===== src/rtl/fifo_sram_pkg.sv =====
// -----------------------------------------------------------------------------
// fifo_sram_pkg
// Shared definitions for the UART-FIFO to async-SRAM drain path:
//   - state_e : FSM state encoding shared by the top level and the write-cycle
//               sequencer
//   - DATA_W  : SRAM data width (one word = two bytes)
//   - BYTE_W  : FIFO byte width
// -----------------------------------------------------------------------------
package fifo_sram_pkg;

  localparam int DATA_W = 16;
  localparam int BYTE_W = 8;

  typedef enum logic [2:0] {
    IDLE,
    POP,
    LATCH,
    SETUP,
    WRITE,
    HOLD
  } state_e;

endpackage : fifo_sram_pkg


===== src/rtl/sram_wr_cycle.sv =====
// -----------------------------------------------------------------------------
// sram_wr_cycle
// Sequences one asynchronous-SRAM write: SETUP (ce low, we high), WRITE_CYCLES
// cycles of WRITE (ce and we low), then HOLD (we high, ce low). The byte lanes
// requested at start are held for the whole cycle and released after HOLD.
//
// Ports:
//   clk, rst_n          clock, asynchronous active-low reset
//   start               one-cycle request; accepted only while idle
//   ub_n_in, lb_n_in    byte-lane enables (active low) for this write
//   done                high during the HOLD cycle
//   sram_ce_n/we_n      chip enable / write enable (active low)
//   sram_ub_n/lb_n      upper/lower byte enables (active low)
// -----------------------------------------------------------------------------
module sram_wr_cycle
  import fifo_sram_pkg::*;
#(
  parameter int WE_CYCLES = 4
) (
  input  logic clk,
  input  logic rst_n,
  input  logic start,
  input  logic ub_n_in,
  input  logic lb_n_in,
  output logic done,
  output logic sram_ce_n,
  output logic sram_we_n,
  output logic sram_ub_n,
  output logic sram_lb_n
);

  localparam int CNT_W = (WE_CYCLES > 1) ? $clog2(WE_CYCLES) : 1;

  state_e           state_q, state_d;
  logic [CNT_W-1:0] cnt_q, cnt_d;
  logic             ub_n_q, ub_n_d;
  logic             lb_n_q, lb_n_d;

  // NOTE: sequential state uses non-blocking assignments only; combinational
  // logic computes the *_d values with blocking assignments.
  always_ff @(posedge clk or negedge rst_n) begin
    if (!rst_n) begin
      state_q <= IDLE;
      cnt_q   <= '0;
      ub_n_q  <= 1'b1;
      lb_n_q  <= 1'b1;
    end else begin
      state_q <= state_d;
      cnt_q   <= cnt_d;
      ub_n_q  <= ub_n_d;
      lb_n_q  <= lb_n_d;
    end
  end

  // NOTE: every signal written here gets a default first, so no path through
  // the case statement can leave one unassigned and infer a latch.
  always_comb begin
    state_d = state_q;
    cnt_d   = cnt_q;
    ub_n_d  = ub_n_q;
    lb_n_d  = lb_n_q;
    case (state_q)
      IDLE: begin
        if (start) begin
          state_d = SETUP;
          ub_n_d  = ub_n_in;
          lb_n_d  = lb_n_in;
        end
      end
      SETUP: begin
        state_d = WRITE;
        cnt_d   = CNT_W'(WE_CYCLES - 1);
      end
      WRITE: begin
        if (cnt_q == '0) state_d = HOLD;
        else             cnt_d   = cnt_q - 1'b1;
      end
      HOLD: begin
        state_d = IDLE;
        ub_n_d  = 1'b1;
        lb_n_d  = 1'b1;
      end
      default: state_d = IDLE;
    endcase
  end

  // Strobes decode straight from the state register so an asynchronous reset
  // releases ce_n/we_n in the same cycle rather than one edge later.
  assign done      = (state_q == HOLD);
  assign sram_ce_n = !(state_q inside {SETUP, WRITE, HOLD});
  assign sram_we_n = (state_q != WRITE);
  assign sram_ub_n = ub_n_q;
  assign sram_lb_n = lb_n_q;

endmodule : sram_wr_cycle


===== src/rtl/fifo_sram_writer.sv =====
// -----------------------------------------------------------------------------
// fifo_sram_writer
// Paced drain of the UART receive FIFO into asynchronous SRAM. Each rising
// edge of pace pops at most one byte; byte pairs are packed little-endian into
// 16-bit words and written at an auto-incrementing word address. flush commits
// a dangling low byte as a lower-lane-only write with a zero upper byte.
//
// Ports:
//   clk, rst_n            clock, asynchronous active-low reset
//   pace                  pacing strobe (rising edge used)
//   flush                 commit a pending low byte
//   fifo_empty, fifo_dout FIFO status / read data (valid the cycle after pop)
//   fifo_rd_en            one-cycle pop request
//   sram_addr, sram_dq_o  word address / write data
//   sram_ce_n .. lb_n     active-low SRAM controls (oe_n tied inactive)
//   busy                  FSM not in IDLE
//   wrap                  one-cycle pulse when the address wraps to 0
//   words_written         completed writes, saturating
// -----------------------------------------------------------------------------
module fifo_sram_writer
  import fifo_sram_pkg::*;
#(
  parameter int                ADDR_W    = 23,
  parameter int                WE_CYCLES = 4,
  parameter logic [ADDR_W-1:0] MAX_ADDR  = {ADDR_W{1'b1}}
) (
  input  logic              clk,
  input  logic              rst_n,
  input  logic              pace,
  input  logic              flush,
  input  logic              fifo_empty,
  input  logic [7:0]        fifo_dout,
  output logic              fifo_rd_en,
  output logic [ADDR_W-1:0] sram_addr,
  output logic [15:0]       sram_dq_o,
  output logic              sram_ce_n,
  output logic              sram_oe_n,
  output logic              sram_we_n,
  output logic              sram_ub_n,
  output logic              sram_lb_n,
  output logic              busy,
  output logic              wrap,
  output logic [31:0]       words_written
);

  // SETUP is used here as "write cycle in flight"; the sequencer walks the
  // actual SETUP/WRITE/HOLD phases and reports done from its HOLD cycle.
  state_e              state_q, state_d;
  logic                pace_q;
  logic                lo_valid_q, lo_valid_d;
  logic [BYTE_W-1:0]   lo_byte_q, lo_byte_d;
  logic [ADDR_W-1:0]   addr_q, addr_d;
  logic [DATA_W-1:0]   dq_q, dq_d;
  logic                wrap_q, wrap_d;
  logic [31:0]         words_q, words_d;
  logic                pace_edge;
  logic                wr_start, wr_ub_n, wr_lb_n, wr_done;

  // pace_q resets high so a strobe already high when reset releases is not
  // mistaken for a rising edge.
  assign pace_edge = pace & ~pace_q;

  always_ff @(posedge clk or negedge rst_n) begin
    if (!rst_n) begin
      state_q    <= IDLE;
      pace_q     <= 1'b1;
      lo_valid_q <= 1'b0;
      lo_byte_q  <= '0;
      addr_q     <= '0;
      dq_q       <= '0;
      wrap_q     <= 1'b0;
      words_q    <= '0;
    end else begin
      state_q    <= state_d;
      pace_q     <= pace;
      lo_valid_q <= lo_valid_d;
      lo_byte_q  <= lo_byte_d;
      addr_q     <= addr_d;
      dq_q       <= dq_d;
      wrap_q     <= wrap_d;
      words_q    <= words_d;
    end
  end

  always_comb begin
    state_d    = state_q;
    lo_valid_d = lo_valid_q;
    lo_byte_d  = lo_byte_q;
    addr_d     = addr_q;
    dq_d       = dq_q;
    wrap_d     = 1'b0;
    words_d    = words_q;
    wr_start   = 1'b0;
    wr_ub_n    = 1'b1;
    wr_lb_n    = 1'b1;
    case (state_q)
      IDLE: begin
        // A pace edge wins over flush; edges seen in any other state are dropped.
        if (pace_edge && !fifo_empty) begin
          state_d = POP;
        end else if (flush && lo_valid_q) begin
          dq_d       = {{BYTE_W{1'b0}}, lo_byte_q};
          lo_valid_d = 1'b0;
          wr_start   = 1'b1;
          wr_lb_n    = 1'b0;
          state_d    = SETUP;
        end
      end
      POP: state_d = LATCH;
      LATCH: begin
        if (!lo_valid_q) begin
          lo_byte_d  = fifo_dout;
          lo_valid_d = 1'b1;
          state_d    = IDLE;
        end else begin
          dq_d       = {fifo_dout, lo_byte_q};
          lo_valid_d = 1'b0;
          wr_start   = 1'b1;
          wr_ub_n    = 1'b0;
          wr_lb_n    = 1'b0;
          state_d    = SETUP;
        end
      end
      SETUP: begin
        if (wr_done) begin
          state_d = IDLE;
          if (addr_q == MAX_ADDR) begin
            addr_d = '0;
            wrap_d = 1'b1;
          end else begin
            addr_d = addr_q + 1'b1;
          end
          if (words_q != '1) words_d = words_q + 32'd1;
        end
      end
      default: state_d = IDLE;
    endcase
  end

  sram_wr_cycle #(
    .WE_CYCLES (WE_CYCLES)
  ) u_wr_cycle (
    .clk       (clk),
    .rst_n     (rst_n),
    .start     (wr_start),
    .ub_n_in   (wr_ub_n),
    .lb_n_in   (wr_lb_n),
    .done      (wr_done),
    .sram_ce_n (sram_ce_n),
    .sram_we_n (sram_we_n),
    .sram_ub_n (sram_ub_n),
    .sram_lb_n (sram_lb_n)
  );

  assign fifo_rd_en    = (state_q == POP);
  assign busy          = (state_q != IDLE);
  assign sram_oe_n     = 1'b1;
  assign sram_addr     = addr_q;
  assign sram_dq_o     = dq_q;
  assign wrap          = wrap_q;
  assign words_written = words_q;

endmodule : fifo_sram_writer


===== config.mk =====
export PLATFORM = sky130hd
export DESIGN_NAME = fifo_sram_writer
export DESIGN_NICKNAME = d
export VERILOG_FILES = /design/src/rtl/fifo_sram_pkg.sv /design/src/rtl/sram_wr_cycle.sv /design/src/rtl/fifo_sram_writer.sv
export SDC_FILE = /design/constraint.sdc
export NUM_CORES = 1
export LEC_CHECK = 0
export ABC_AREA = 1
export CORE_ASPECT_RATIO = 1.4
export CORE_MARGIN = 3
export CORE_UTILIZATION = 25
export CTS_BUF_LIST = sky130_fd_sc_hd__clkbuf_4 sky130_fd_sc_hd__clkbuf_8
export DETAILED_ROUTE_END_ITERATION = 8
export GPL_ROUTABILITY_DRIVEN = 0
export GPL_TIMING_DRIVEN = 0
export PLACE_DENSITY = 0.49
export REMOVE_ABC_BUFFERS = 1
export SLEW_MARGIN = 20
export SYNTH_ARGS = -nofsm -noshare
export SYNTH_HDL_FRONTEND = slang
export SYNTH_HIERARCHICAL = 1
export SYNTH_SLANG_ARGS = --single-unit

===== constraint.sdc =====
create_clock -name clk -period 1.9 [get_ports clk]
set_clock_uncertainty 0.1 [all_clocks]
set_input_delay 0.38 -clock clk [delete_from_list [all_inputs] [get_ports clk]]
set_output_delay 0.38 -clock clk [all_outputs]
set_load 0.02 [all_outputs]

==> results.yml, run 1 <==
outcome:
  outcome: "complete, no violations"
synthesis:
  synth_warnings: 6
  async_flop_share: 1.00
  synthDistinctLibCells: 33
  synth_edf_count: 0
  synth_top_area_share: 0.433
  yosysSeqAreaShare: 0.448
  yosys.area.top_type: "dfrtp_1"
  ys_ff_latch: 91
  syn_area_per_cell_sq_um: 7.48
  synth_area_sq_um: 5090
  synth_common_cells: "295 x nand2_1, 92 x nor2_1, 88 x dfrtp_1"
  ys.flop_type: "dfrtp_1"
  synth_cells: 680
  yosys-top-cells-area: "dfrtp_1 43%, nand2_1 22%, nor2_1 6.8%"
  post-synth-top-count-cell: "nand2_1"
critical_path:
  startpoint_type: "register"
  crit_type: "reg2out"
  regToRegStartpoint: "u_wr_cycle/state_q[1]"
  critPathCaptureType: "output port"
  critPathMaxFanout: 3
  crit_required_ps: 1420
  critPathLaunch: "u_wr_cycle/state_q[1]"
  cp.arrival_ps: 1380
placed_design:
  hpwl_mm: 10.0
  portBuffers: 90
  place_area_sq_um: 6240
detailed_routing:
  vias_per_cell: 4.29
  drtPass1Iterations: 4
  wl_per_cell_um: 13.8
  wirelength_mm: 14.5
  via_count: 4515
  ant_nets: 0
  drc: 0
  drt_iter0_markers: 143
layout:
  multi_input_area_sq_um: 2720
  fillCellCount: 2168
  drive_gt1_frac: 0.149
  area_growth_pct: 33.5
  seqCellArea_sq_um: 2300
  antenna_cells: 0
  fin_area_sq_um: 6790
  nets: 811
pwr:
  p_leak_uw: 0.00354
  power_density_nw_per_um2: 989
  peakVddDrop_mv: 0.536
die:
  num_rows: 61
  initial_utilization: 0.255
  io_pins: 92
  core_sq_um: 19900
  die_x_um: 127
  dieHeight_um: 175
  design.die.area_sq_um: 22100
cts:
  tritoncts: "yes"
  clock_latency_ps: 380
  htreeDepth: 3
  cts_buffers: 9
  cts.path.max_buffers: 2
  clockRootBuffer: "clkbuf_8"
  clk_pin_slew_ps: 120
  cts_sinks: 91
global_routing:
  grt_max_degree: 60
  grt_overflow_total: 0
  antenna_found_initial: 0
  grt_usage: 0.132
  grt_pass1_wl_mm: 23.4
  grt_pass1_vias: 4539
timing:
  setup_violations: 0
  fmax_mhz: 537
  drv_slew: 0
  hold_viol_final: 0
  fin_crit_sh: 0.979
  min_period_ps: 1860
  grt_setup_unrepaired: "true"
  setup_tns_ps: 0
job:
  maxCapViolations: 0
min_path:
  hold_class: "in2reg"
  min_from: "pace"
## worst max-delay path, cell delays in order, from the launching register on
cell and delay (ps):
dfrtp_2 450, inv_4 80, nand2_4 50, nor2_4 130, inv_2 60, nand2_4 60
nor2_4 40, buf_6 120
## registers in the layout, indices dropped and copies added (netlist names), 2 cells and up
signal              count
words_written          32
sram_addr              23
sram_dq_o              16
lo_byte_q               8
u_wr_cycle/state_q      3
state_q                 2
u_wr_cycle/cnt_q        2
## power breakdown
| group | leakage (uW) | switching (uW) | internal, uW | total, uW |
|---|---|---|---|---|
| logic | 0.00224 | 1530 | 1080 | 2610 |
| registers | 0.00119 | 282 | 2360 | 2650 |
| clock network | 0.000110 | 819 | 648 | 1470 |
| total | 0.00354 | 2630 | 4090 | 6720 |
## cell families (layout without fill, tap and decap cells)
family	count (synthesis)	in the layout	synth area share
multiplexers	8	8	0.0177
buffers and inverters	64	182	0.0580
AO/OA/AOI/OAI	23	23	0.0241
adder cells (fa/ha/maj)	3	3	0.00738
XOR/XNOR	24	24	0.0413
AND/OR/NAND/NOR	466	468	0.402
flip-flops	91	91	0.448
other	1	1	0.000737
## layer usage
layer | GRT usage | up-vias | routed length, um
met5 | 0 | - | 0
met4 | 0.0456 | 0 | 334
met3 | 0.0263 | 16 | 449
met2 | 0.236 | 79 | 7650
met1 | 0.157 | 2080 | 6090
li1 | - | 2340 | -
## final cells by class
| cell class | count | area share |
|---|---|---|
| inverters | 53 | 0.0315 |
| multi-input cells | 527 | 0.400 |
| clock inverters | 7 | 0.0136 |
| clock buffers | 9 | 0.0182 |
| repair buffers | 113 | 0.153 |
| flip-flops and latches | 91 | 0.338 |
| well taps | 252 | 0.0464 |
## layout by cell type (no fill, tap or decap), types with 12 or more instances in the layout
| cell | count |
|---|---|
| nand2_1 | 291 |
| nor2_1 | 84 |
| dfrtp_1 | 76 |
| dlygate4sd2_1 | 60 |
| inv_1 | 45 |
| nand3_1 | 21 |
| buf_4 | 20 |
| clkdlybuf4s50_1 | 18 |
| xor2_1 | 16 |
| o21ai_0 | 16 |
| nand3b_1 | 15 |
| nor2_4 | 13 |
| dfrtp_2 | 12 |
## through the flow
| step | power [uW] | cells | hold WS (ps) | setup slack, ps | utilization |
|---|---|---|---|---|---|
| finish | 6720 | 1052 | 339 | 39.2 | 0.341 |
| global route | 7210 | 1052 | 318 | -41.7 | 0.341 |
| CTS | 6640 | 1042 | 297 | 1.22 | 0.330 |
| detailed placement | 4900 | 1012 | 199 | -974 | 0.313 |
| global placement | 4880 | 1011 | 342 | -3480 | 0.312 |
| floorplan | 3960 | 669 | -15.6 | -77.9 | - |
## final timing paths
check | slack [ps] | cells past startpoint | to
max | 40 | 7 | sram_ce_n
min | 340 | 1 | pace_q
max reg2reg | 100 | 10 | sram_addr[13]
min reg2reg | 380 | 2 | sram_dq_o[2]
max in group asynchronous | 690 | 3 | pace_q
min in group asynchronous | 350 | 2 | words_written[3]
## what timing repair did
action	4_1_cts	5_1_grt
hold endpoints to repair	32	0
gates cloned	1	1
gates resized for setup	92	48
pin swaps	5	13
buffers inserted	12	9
endpoints found under the setup margin	142	59
hold buffers	1	0
Note: power is estimated with default switching activity, not from simulation.
==> inputs of run 2 (changes only) <==
--- a/config.mk
+++ b/config.mk
@@ -18,5 +18,4 @@
 export SLEW_MARGIN = 20
 export SYNTH_ARGS = -nofsm -noshare
 export SYNTH_HDL_FRONTEND = slang
-export SYNTH_HIERARCHICAL = 1
 export SYNTH_SLANG_ARGS = --single-unit
==> results.yml, run 2 <==
critical_path:
  crit_path_top_delay_cell: "clkdlybuf4s50_1"
  critPathMaxStageDelay_ps: 610
  crit_chain: "clkdlybuf4s50_1"
  r2r-end: "words_written[26]"
  critPathCaptureType: "output port"
  r2r_slack_ps: 130
  cp.arrival_ps: 1360
  regToRegStartpoint: "words_written[1]"
  crit_required_ps: 1420
  startpoint_type: "register"
  cp_num_buf_inv: 1
  critPathMaxFanout: 2
  crit_type: "reg2out"
  critPathTopFamily: "buffers and inverters"
  r2r_cells: 10
synthesis:
  ys_ff_latch: 91
  synth_area_sq_um: 4880
  yosys-top-cells-area: "dfrtp_1 45%, nand2_1 20%, nor2_1 7.4%"
  synth_top_area_share: 0.451
  synth_common_cells: "260 x nand2_1, 96 x nor2_1, 88 x dfrtp_1"
  synth_cells: 635
  yosysSeqAreaShare: 0.467
  post-synth-top-count-cell: "nand2_1"
  ys.flop_type: "dfrtp_1"
  async_flop_share: 1.00
  synth_warnings: 0
  synth_edf_count: 0
  synthDistinctLibCells: 37
  yosys.area.top_type: "dfrtp_1"
  syn_area_per_cell_sq_um: 7.69
timing:
  fin_ws_ps: 55.9
  fmax_mhz: 542
  drv_slew: 0
  fin_crit_sh: 0.971
  min_period_ps: 1840
  setup_violations: 0
  hold_viol_final: 0
cts:
  htreeDepth: 3
  clockRootBuffer: "clkbuf_8"
  cts_buffers: 9
  cts.path.max_buffers: 2
  tritoncts: "yes"
  clk_pin_slew_ps: 110
  clock_latency_ps: 390
  cts_sinks: 91
die:
  design.die.area_sq_um: 21300
  initial_utilization: 0.258
  io_pins: 92
  core_sq_um: 18900
  die_x_um: 124
  dieHeight_um: 171
  num_rows: 59
layout:
  drive_gt1_frac: 0.131
  fillCellCount: 2061
  final_cell_mix: "254 x nand2_1, 88 x nor2_1, 79 x dfrtp_1, 60 x dlygate4sd2_1, 38 x nand3_1"
  postLayoutCoreUtil: 0.344
  antenna_cells: 0
  area_growth_pct: 33.1
  layout_commonest_cell: "nand2_1"
  nets: 760
  largest_register_ffs: 32
global_routing:
  grt_pass1_wl_mm: 22.1
  antenna_found_initial: 0
  grt_overflow_total: 0
  grt_pass1_vias: 4355
  grt_max_degree: 61
  grt_usage: 0.133
pwr:
  power_density_nw_per_um2: 908
  p_leak_uw: 0.00337
  peakVddDrop_mv: 0.634
detailed_routing:
  wirelength_mm: 13.8
  ant_nets: 0
  drt_iter0_markers: 168
  drtPass1Iterations: 4
  vias_per_cell: 4.44
  wl_per_cell_um: 13.9
  drc: 0
  via_count: 4406
outcome:
  outcome: "complete, no violations"
min_path:
  min_from: "pace"
  whs_path_depth: 1
  hold_path_end: "pace_q"
  hold_class: "in2reg"
job:
  maxCapViolations: 0
placed_design:
  place_ws_ps: -565
  hpwl_mm: 9.53
  portBuffers: 90
-- run 2: cell count changes after synthesis, moves of 5 or more --
cell / previous run / this run
o21ai_0: 16 / 2
nand3_1: 27 / 39
nand4_1: 10 / 5
inv_1: 48 / 32
nand2_1: 295 / 260
a21oi_1: 4 / 9
-- run 2: cell type report --
class | count | area, sq um | area share
inverters | 36 | 136 | 0.0210
well taps | 244 | 305 | 0.0470
repair buffers | 106 | 1020 | 0.157
clock buffers | 9 | 124 | 0.0191
flip-flops and latches | 91 | 2290 | 0.353
clock inverters | 7 | 75.1 | 0.0116
multi-input cells | 500 | 2550 | 0.392
-- run 2: repair_timing --
item / in CTS / in global routing
hold endpoints to repair: 31 / 0
cloned: 2 / 0
gates resized for setup: 87 / 37
pin swaps: 3 / 5
hold buffers: 1 / 0
buffers inserted: 7 / 7
setup endpoints to repair: 114 / 54
-- run 2: cell families (layout without fill, tap and decap cells) --
group / after synthesis / after routing / synth area share
AO/OA/AOI/OAI: 18 / 19 / 0.0228
XOR/XNOR: 27 / 27 / 0.0484
adder cells (fa/ha/maj): 3 / 3 / 0.00769
buffers and inverters: 46 / 158 / 0.0459
flip-flops: 91 / 91 / 0.467
multiplexers: 8 / 8 / 0.0185
other: 1 / 1 / 0.000768
AND/OR/NAND/NOR: 441 / 442 / 0.389
-- run 2: through the flow --
| step | power (uW) | TNS [ps] | cell area (sq um) | instances | hold WS (ps) |
|---|---|---|---|---|---|
| after global routing | 6290 | -25.3 | 6500 | 993 | 329 |
| final | 5900 | 0 | 6500 | 993 | 331 |
| after detailed placement | 4490 | -20500 | 6030 | 960 | 193 |
| after floorplan | 3670 | -3560 | 4790 | 625 | -15.6 |
| after CTS | 5910 | 0 | 6320 | 986 | 312 |
| after global placement | 4460 | -323300 | 6000 | 959 | 344 |
-- run 2: worst max path at each step --
stage	cells past startpoint	from	slack (ps)	end
2_1_floorplan	9	words_written[0]	-120	words_written[0]
3_3_place_gp	1	rst_n	-3380	sram_addr[20]
3_5_place_dp	9	fifo_empty	-560	u_wr_cycle.sram_ub_n
4_1_cts	4	state_q[0]	0.9	fifo_rd_en
5_1_grt	6	u_wr_cycle.state_q[0]	-20	sram_ce_n
6_report	1	sram_dq_o[14]	60	sram_dq_o[14]
-- run 2: per-layer routing --
| metal | routed length [um] | global-route usage | vias up |
|---|---|---|---|
| li1 | - | - | 2213 |
| met1 | 5600 | 0.147 | 2071 |
| met2 | 7030 | 0.238 | 97 |
| met3 | 583 | 0.0227 | 25 |
| met4 | 572 | 0.0758 | 0 |
| met5 | 0 | 0 | - |
-- run 2: power by group --
group	internal, uW	total, uW	switching (uW)
registers	2310	2560	254
clock network	509	1330	819
logic	839	2010	1170
